File: src/rtl/counter_pkg.sv
// Shared types, sizes and the count advance rule for the up/down LED counter.
package counter_pkg;

    typedef enum logic {
        PAUSE = 1'b0,
        RUN   = 1'b1
    } state_t;

    localparam int COUNT_MAX = 5;
    localparam int COUNT_W   = 3;
    localparam int LED_W     = 6;

    // One step around the 0..COUNT_MAX ring in the requested direction.
    function automatic logic [COUNT_W-1:0] next_count(input logic [COUNT_W-1:0] cur,
                                                      input logic               up);
        logic [COUNT_W-1:0] nxt;
        if (up) begin
            nxt = (cur == COUNT_W'(COUNT_MAX)) ? '0 : cur + COUNT_W'(1);
        end else begin
            nxt = (cur == '0) ? COUNT_W'(COUNT_MAX) : cur - COUNT_W'(1);
        end
        return nxt;
    endfunction

endpackage

File: src/rtl/counter_ctrl_debounce.sv
// Push-button conditioner: 2-FF synchronizer, stability down-counter and a
// one-cycle press pulse on each accepted rising level.
module btn_debounce #(
    parameter int DB_CYCLES = 1_000_000
) (
    input  logic clk,
    input  logic reset,
    input  logic btn,
    output logic press
);

    localparam int             CW     = (DB_CYCLES > 1) ? $clog2(DB_CYCLES) : 1;
    localparam logic [CW-1:0]  RELOAD = CW'(DB_CYCLES - 1);

    logic          sync1;
    logic          sync2;
    logic          level;
    logic          level_d;
    logic [CW-1:0] remain;

    always_ff @(posedge clk or posedge reset) begin
        if (reset) begin
            sync1   <= 1'b0;
            sync2   <= 1'b0;
            level   <= 1'b0;
            level_d <= 1'b0;
            press   <= 1'b0;
            remain  <= RELOAD;
        end else begin
            sync1   <= btn;
            sync2   <= sync1;
            level_d <= level;
            press   <= level & ~level_d;
            // Any cycle agreeing with the accepted level restarts the stability window.
            if (sync2 == level) begin
                remain <= RELOAD;
            end else if (remain == '0) begin
                level  <= sync2;
                remain <= RELOAD;
            end else begin
                remain <= remain - CW'(1);
            end
        end
    end

endmodule

File: src/rtl/counter_ctrl.sv
// Run/pause/step controller for the 0..5 up/down LED counter: button
// conditioning, advance divider, run/pause FSM, count register and LED decode.
//
//   state | meaning
//   PAUSE | divider held at 0; step press advances once; run press -> RUN
//   RUN   | divider free-runs, terminal count advances; run press -> PAUSE
module counter_ctrl
    import counter_pkg::*;
#(
    parameter int TICK_DIV  = 100_000_000,
    parameter int DB_CYCLES = 1_000_000
) (
    input  logic               clk,
    input  logic               reset,
    input  logic               btn_run,
    input  logic               btn_dir,
    input  logic               btn_step,
    output logic [COUNT_W-1:0] q,
    output logic               up_down,
    output logic               running,
    output logic               tick,
    output logic [LED_W-1:0]   led
);

    localparam int               DIV_W = $clog2(TICK_DIV);
    localparam logic [DIV_W-1:0] DIV_TC = DIV_W'(TICK_DIV - 1);

    state_t             state;
    logic [DIV_W-1:0]   div;
    logic               press_run;
    logic               press_dir;
    logic               press_step;

    btn_debounce #(.DB_CYCLES(DB_CYCLES)) u_db_run (
        .clk   (clk),
        .reset (reset),
        .btn   (btn_run),
        .press (press_run)
    );

    btn_debounce #(.DB_CYCLES(DB_CYCLES)) u_db_dir (
        .clk   (clk),
        .reset (reset),
        .btn   (btn_dir),
        .press (press_dir)
    );

    btn_debounce #(.DB_CYCLES(DB_CYCLES)) u_db_step (
        .clk   (clk),
        .reset (reset),
        .btn   (btn_step),
        .press (press_step)
    );

    assign tick = (state == RUN) && (div == DIV_TC);

    always_ff @(posedge clk or posedge reset) begin
        if (reset) begin
            state   <= PAUSE;
            running <= 1'b0;
            div     <= '0;
            q       <= '0;
            up_down <= 1'b1;
        end else begin
            case (state)
                PAUSE: begin
                    div <= '0;
                    // A run press in the same cycle swallows any step press.
                    if (press_run) begin
                        state   <= RUN;
                        running <= 1'b1;
                    end else if (press_step) begin
                        q <= next_count(q, up_down);
                    end
                end
                RUN: begin
                    if (tick) begin
                        q <= next_count(q, up_down);
                    end
                    if (press_run) begin
                        state   <= PAUSE;
                        running <= 1'b0;
                        div     <= '0;
                    end else begin
                        div <= (div == DIV_TC) ? '0 : div + DIV_W'(1);
                    end
                end
                default: begin
                    state   <= PAUSE;
                    running <= 1'b0;
                    div     <= '0;
                end
            endcase
            // Toggled after the advance above has already used the old direction.
            if (press_dir) begin
                up_down <= ~up_down;
            end
        end
    end

    assign led = LED_W'(1) << q;

endmodule

File: config.mk
export PLATFORM = sky130hd
export DESIGN_NAME = counter_ctrl
export DESIGN_NICKNAME = d
export VERILOG_FILES = /design/src/rtl/counter_pkg.sv /design/src/rtl/counter_ctrl_debounce.sv /design/src/rtl/counter_ctrl.sv
export SDC_FILE = /design/constraint.sdc
export NUM_CORES = 1
export LEC_CHECK = 0
export BUFFER_PORTS_ARGS = -buffer_cell sky130_fd_sc_hd__buf_2
export CAP_MARGIN = 20
export CORE_MARGIN = 3
export CORE_UTILIZATION = 60
export CTS_CLUSTER_SIZE = 28
export DETAILED_ROUTE_END_ITERATION = 8
export PLACE_DENSITY = 0.79
export SYNTH_ARGS = -nofsm -noshare
export SYNTH_HDL_FRONTEND = slang
export SYNTH_SLANG_ARGS = --single-unit
File: constraint.sdc
create_clock -name clk -period 9.2 [get_ports clk]
set_input_delay 1.84 -clock clk [delete_from_list [all_inputs] [get_ports clk]]
set_output_delay 1.84 -clock clk [all_outputs]
set_load 0.02 [all_outputs]
After elaboration in Yosys (flattened, before gate mapping):

Cells that the tools add are included.

* add/subtract/negate cells: 6
* multiply operators: 0
* divide/modulo/power cells: 0
* magnitude comparators: 0
* eq/ne operators: 10
* shift-type cells: 1
* muxes and demuxes: 22
* bitwise logic cells: 11
* reductions and logical operators: 10

Operator list (count)
* $mux 20: 6
* $logic_not 20->1: 3
* $sub 20x1->20 const B: 3
* $mux 27: 2
* $pmux 27 s2: 1
* $add 27x1->27 const B: 1
* $eq 27x27->1 const B: 1
* $mux 3: 6
* $not 1->1: 8
* $reduce_and 2->1: 4
* $ne 2x1->1 const B: 3
* $pmux 3 s2: 1
* $shl 1x3->6 const A: 1
* $mux 1: 4
* $ne 2x2->1 const B: 2
* $pmux 1 s2: 2
* $add 3x1->3 const B: 1
* $and 1x1->1: 3
* $eq 1x1->1: 3
* $eq 3x3->1 const B: 1
* $logic_not 3->1: 1
* $reduce_and 3->1: 1
* $sub 3x1->3 const B: 1
* $logic_and 1x1->1: 1

* flip-flop bits (word level): 108
* bits in latches: 0
* bits in writable memories: 0
* ROM bits: 0
* input bits: 5
* output and inout bits: 12
* logic and storage cells: 83
* memories kept: 0

Logic depth before layout (Yosys ltp):

* depth in word-level cells: 6
* depth in mapped cells: 7

Modules after synthesis:

From an unflattened synthesis, not the netlist that was laid out.

* cell total of the unflattened synthesis: 529
* area, all modules: 5401.4 µm²

Modules (own cells, without submodules)
* btn_debounce: times used 3, cells each 113, area each 1189.9 µm², sequential area each 640.6 µm²
* counter_ctrl: times used 1, cells each 190, area each 1831.8 µm², sequential area each 827.0 µm²

Worst setup path after synthesis:

No wires, ideal clock.

* path type: register to output
* from: register div[0]
* to: output tick
* arrival: 1.557 ns
* required time: 7.360 ns
* setup slack: 5.803 ns
* stages on the path, launching flop included: 6
* path buffers: 1
* cell sequence: dfrtp_1 > ha_1 > and3_1 > clkbuf_1 > nand2_1 > nor3_1

* word-level cells in the longest chain between the ends: 2

Ends and longest elaborated chain
* start, declared: line counter_ctrl.sv:29 `logic [DIV_W-1:0] div;`
* start signal, assigned: line counter_ctrl.sv:85 `div <= (div == DIV_TC) ? '0 : div + DIV_W'(1);`
* $eq 27x27->1: line counter_ctrl.sv:55 `assign tick = (state == RUN) && (div == DIV_TC);`
* $logic_and 1x1->1: line counter_ctrl.sv:55
* end, declared: line counter_ctrl.sv:21 `output logic tick,`

No other way between the ends.

Worst setup path in the final report:

Ends and elaborated chain as after synthesis.

==> run metrics <==
Startpoint Class flip-flop; core area 8464 sq um; Max Root-Sink Buffers 2; layout cell share with drive strength beyond 1 0.1660; Yosys warnings 0; setup_tns 0 ns; Setup Skew 0.01231 ns; final worst slack 5.414 ns; final hold vios 0; PwrDens 141.8 nW/um^2; distinct cell type count after synthesis 47; antenna cell count 0; DR iter-0 viols 140; DR WL met2 4718 um; Slew Limit Fails 0; status finished, final reports clean; predominant post-synthesis flop cell dfrtp_1; port buffer count 16; Cell Count Post-Placement 625; Die Height 100.5 um; area growth from synthesis to layout 6.160%; Root Buffer clkbuf_8; pre-CTS WS 5.851 ns; gr usage total 0.2072; max cap viols 0; DR pass1 iterations 5; largest net degree at the start of global routing 60; transition time of the tightest slew-check pin 1.021 ns; Finished Core Util 0.6726; vias in the first global route 3761; fin crit period 3.786 ns; hold crit path type reg -> reg; Peak VDD IR 0.08657 mV; area fraction in and, or, nand and nor cells after synthesis 0.2508; GP Congestion 0.9023; Starting Density 0.6336; # resized after CTS 0; Largest delay share family, worst path simple AND/OR/NAND/NOR gates; worst hold path depth 0; crit end category output port; WL per Instance 15.26 um; num rows 33; Stages on worst setup path 5; DR WL met3 343 um; met1 wire length 4594 um; Cells after Synth 526; mux contribution to synthesized area 0.01050; Post-Synth XOR/XNOR Area 0.07513; complex-gate fraction of the synthesized area 0.09099; Layout Cells excl Fill 641; Final Instance Area 5693 sq um; Via density 6.117; CP Cell Sequence ha_1 -> and3_1 -> nand2_1 -> nor3_1 -> buf_2; Num CTS Buffers 9; DRC Markers 0; first-pass GRT wire length 17040 um; hold_buf cts 0; Routed Antenna Nets 0; Total Power 0.8070 mW; Sink Count 108; Mapped Area 5363 sq um; number of H-tree levels 3; gr ovfl total 0; Synth Area in Adders 0.03033; Worst-Skew Late Latency 0.37 ns; CTS tree done; Reg clk slew, reported paths 0.10 ns; Worst slew margin 0.3133; IO Pins 17; Via Count 3921; Min Hold Slack 0.3583 ns; Worst Path Required 7.36 ns; Synth Area per Inst 10.20 sq um; Synth Net Count 544; R2R cell count 4; Die ar. 10110 sq um; WL final 9780 um; Setup Fix Bufs, Post-CTS 0; unrepaired setup endpoints after global routing false; placed inst area 5485 sq um; # setup viols final 0; initial antenna violation count 0; CP max FO 9; Seq/Total Area, Yosys 0.5126; nets 549; largest family of logic cells by synthesized area simple AND/OR/NAND/NOR gates; slowest cell delay on critical path 0.39 ns; Bufs and invs on worst path 1; Fmax 264.1 MHz; ys async rst share 1.000; highest routed metal layer met4; HPWL after DPL 6632 um; Die X 100.5 um; CP Data Arrival Time 1.95 ns; Slowest-stage cell, CP dfrtp_1; Lkg Pwr 2.189 nW; EDFF count, synth 0; Yosys reg bits 108; Setup CP Type reg -> out; post-route clock period utilization 0.4116
report_power, final:
part           leakage [nW]  internal [mW]  total, mW  switching [mW]
combinational         0.719        0.00575     0.0234          0.0177
sequential             1.37          0.482      0.487         0.00430
clock                 0.102          0.137      0.297           0.160
cell type report:
cell class / count / area, sq um
clock buffer: 11 / 141.4
sequential: 108 / 2749
clock inverter: 5 / 66.31
fill: 630 / 2771
tap: 105 / 131.4
inverter: 14 / 55.05
multi-input combinational: 380 / 2455
timing repair buffer: 18 / 95.09
synthesized netlist by cell type, drive strengths merged (2+ instances only):
| master | n | area [sq um] |
|---|---|---|
| nor4 | 15 | 93.84 |
| o31ai | 22 | 183.9 |
| nor4b | 3 | 26.28 |
| nand3 | 33 | 165.2 |
| nor2 | 47 | 176.4 |
| o21ai | 16 | 80.08 |
| ha | 13 | 162.7 |
| nor2b | 3 | 18.77 |
| dfrtp | 71 | 1777 |
| or4b | 2 | 20.02 |
| nor3 | 13 | 65.06 |
| buf | 4 | 31.27 |
| nand2 | 36 | 135.1 |
| or2 | 7 | 43.79 |
| o41ai | 3 | 26.28 |
| o31a | 3 | 26.28 |
| and2 | 4 | 25.02 |
| clkbuf | 20 | 75.07 |
| nand4b | 4 | 35.03 |
| a21oi | 21 | 105.1 |
| and4 | 4 | 35.03 |
| or3 | 21 | 131.4 |
| and3 | 3 | 18.77 |
| nand2b | 3 | 18.77 |
| mux2 | 5 | 56.30 |
| xnor2 | 25 | 219.0 |
| xor2 | 21 | 183.9 |
| inv | 14 | 52.55 |
| nor3b | 5 | 37.54 |
| o22ai | 2 | 12.51 |
| dfstp | 37 | 972.2 |
| or4 | 29 | 221.5 |
| nand4 | 8 | 50.05 |
kinds of logic (layout without fill, tap and decap cells):
| family | count (synthesis) | in the layout |
|---|---|---|
| AOI/OAI and AO/OA | 73 | 73 |
| xor gates and xnor gates | 46 | 46 |
| adders and majority gates | 13 | 13 |
| buffers and inverters | 38 | 48 |
| DFF | 108 | 108 |
| muxes | 5 | 5 |
| and+or+nand+nor | 243 | 243 |
path summary, 6_finish.rpt:
kind                                      from                  end  slack [ns]
max reg2reg                u_db_dir.remain[10]  u_db_dir.remain[13]        6.53
max                                     div[0]                 tick        5.41
max in group asynchronous                reset               div[7]        6.51
min reg2reg                    u_db_step.sync1      u_db_step.sync2        0.36
min in group asynchronous                reset   u_db_dir.remain[8]        1.54
min                            u_db_step.sync1      u_db_step.sync2        0.36
flip-flops by register name (all words and copies together), names as in the netlist, 3 cells and up:
register          flops
q                     3
u_db_dir.remain      20
div                  27
u_db_run.remain      20
u_db_step.remain     20
per-layer routing:
metal  up-vias  GRT usage
met4         0    0.05596
met1      1920     0.2744
met3        12    0.05052
met5         -          0
li1       1919          -
met2        70     0.3430
layout by cell type (no fill, tap or decap), types with 4 or more instances in the layout:
| cell | Yosys | layout |
|---|---|---|
| mux2_2 | 5 | 5 |
| or4_1 | 28 | 28 |
| xor2_1 | 21 | 21 |
| inv_1 | 14 | 13 |
| and4_1 | 4 | 4 |
| buf_2 | 1 | 16 |
| nor3_1 | 13 | 13 |
| and2_1 | 4 | 4 |
| or3_1 | 21 | 21 |
| a21oi_1 | 21 | 21 |
| or2_2 | 7 | 7 |
| ha_1 | 13 | 13 |
| o31ai_1 | 20 | 20 |
| dfstp_2 | 37 | 37 |
| nand4_1 | 8 | 8 |
| o21ai_0 | 16 | 16 |
| nor2_1 | 47 | 47 |
| nor4_1 | 15 | 15 |
| nand2_1 | 36 | 36 |
| nand3_1 | 33 | 33 |
| dfrtp_1 | 71 | 71 |
| xnor2_1 | 25 | 25 |
| clkbuf_8 | 0 | 10 |
| nand4b_1 | 4 | 4 |
| nor3b_1 | 5 | 5 |
worst register-to-register path, cell delays in order, from the launching register on:
cell and delay [ns]:
dfrtp_1 0.41, or4_1 0.60, or4_1 0.63, o31ai_1 0.79, nor2_1 0.12
Note: power is estimated with default switching activity, not from simulation.
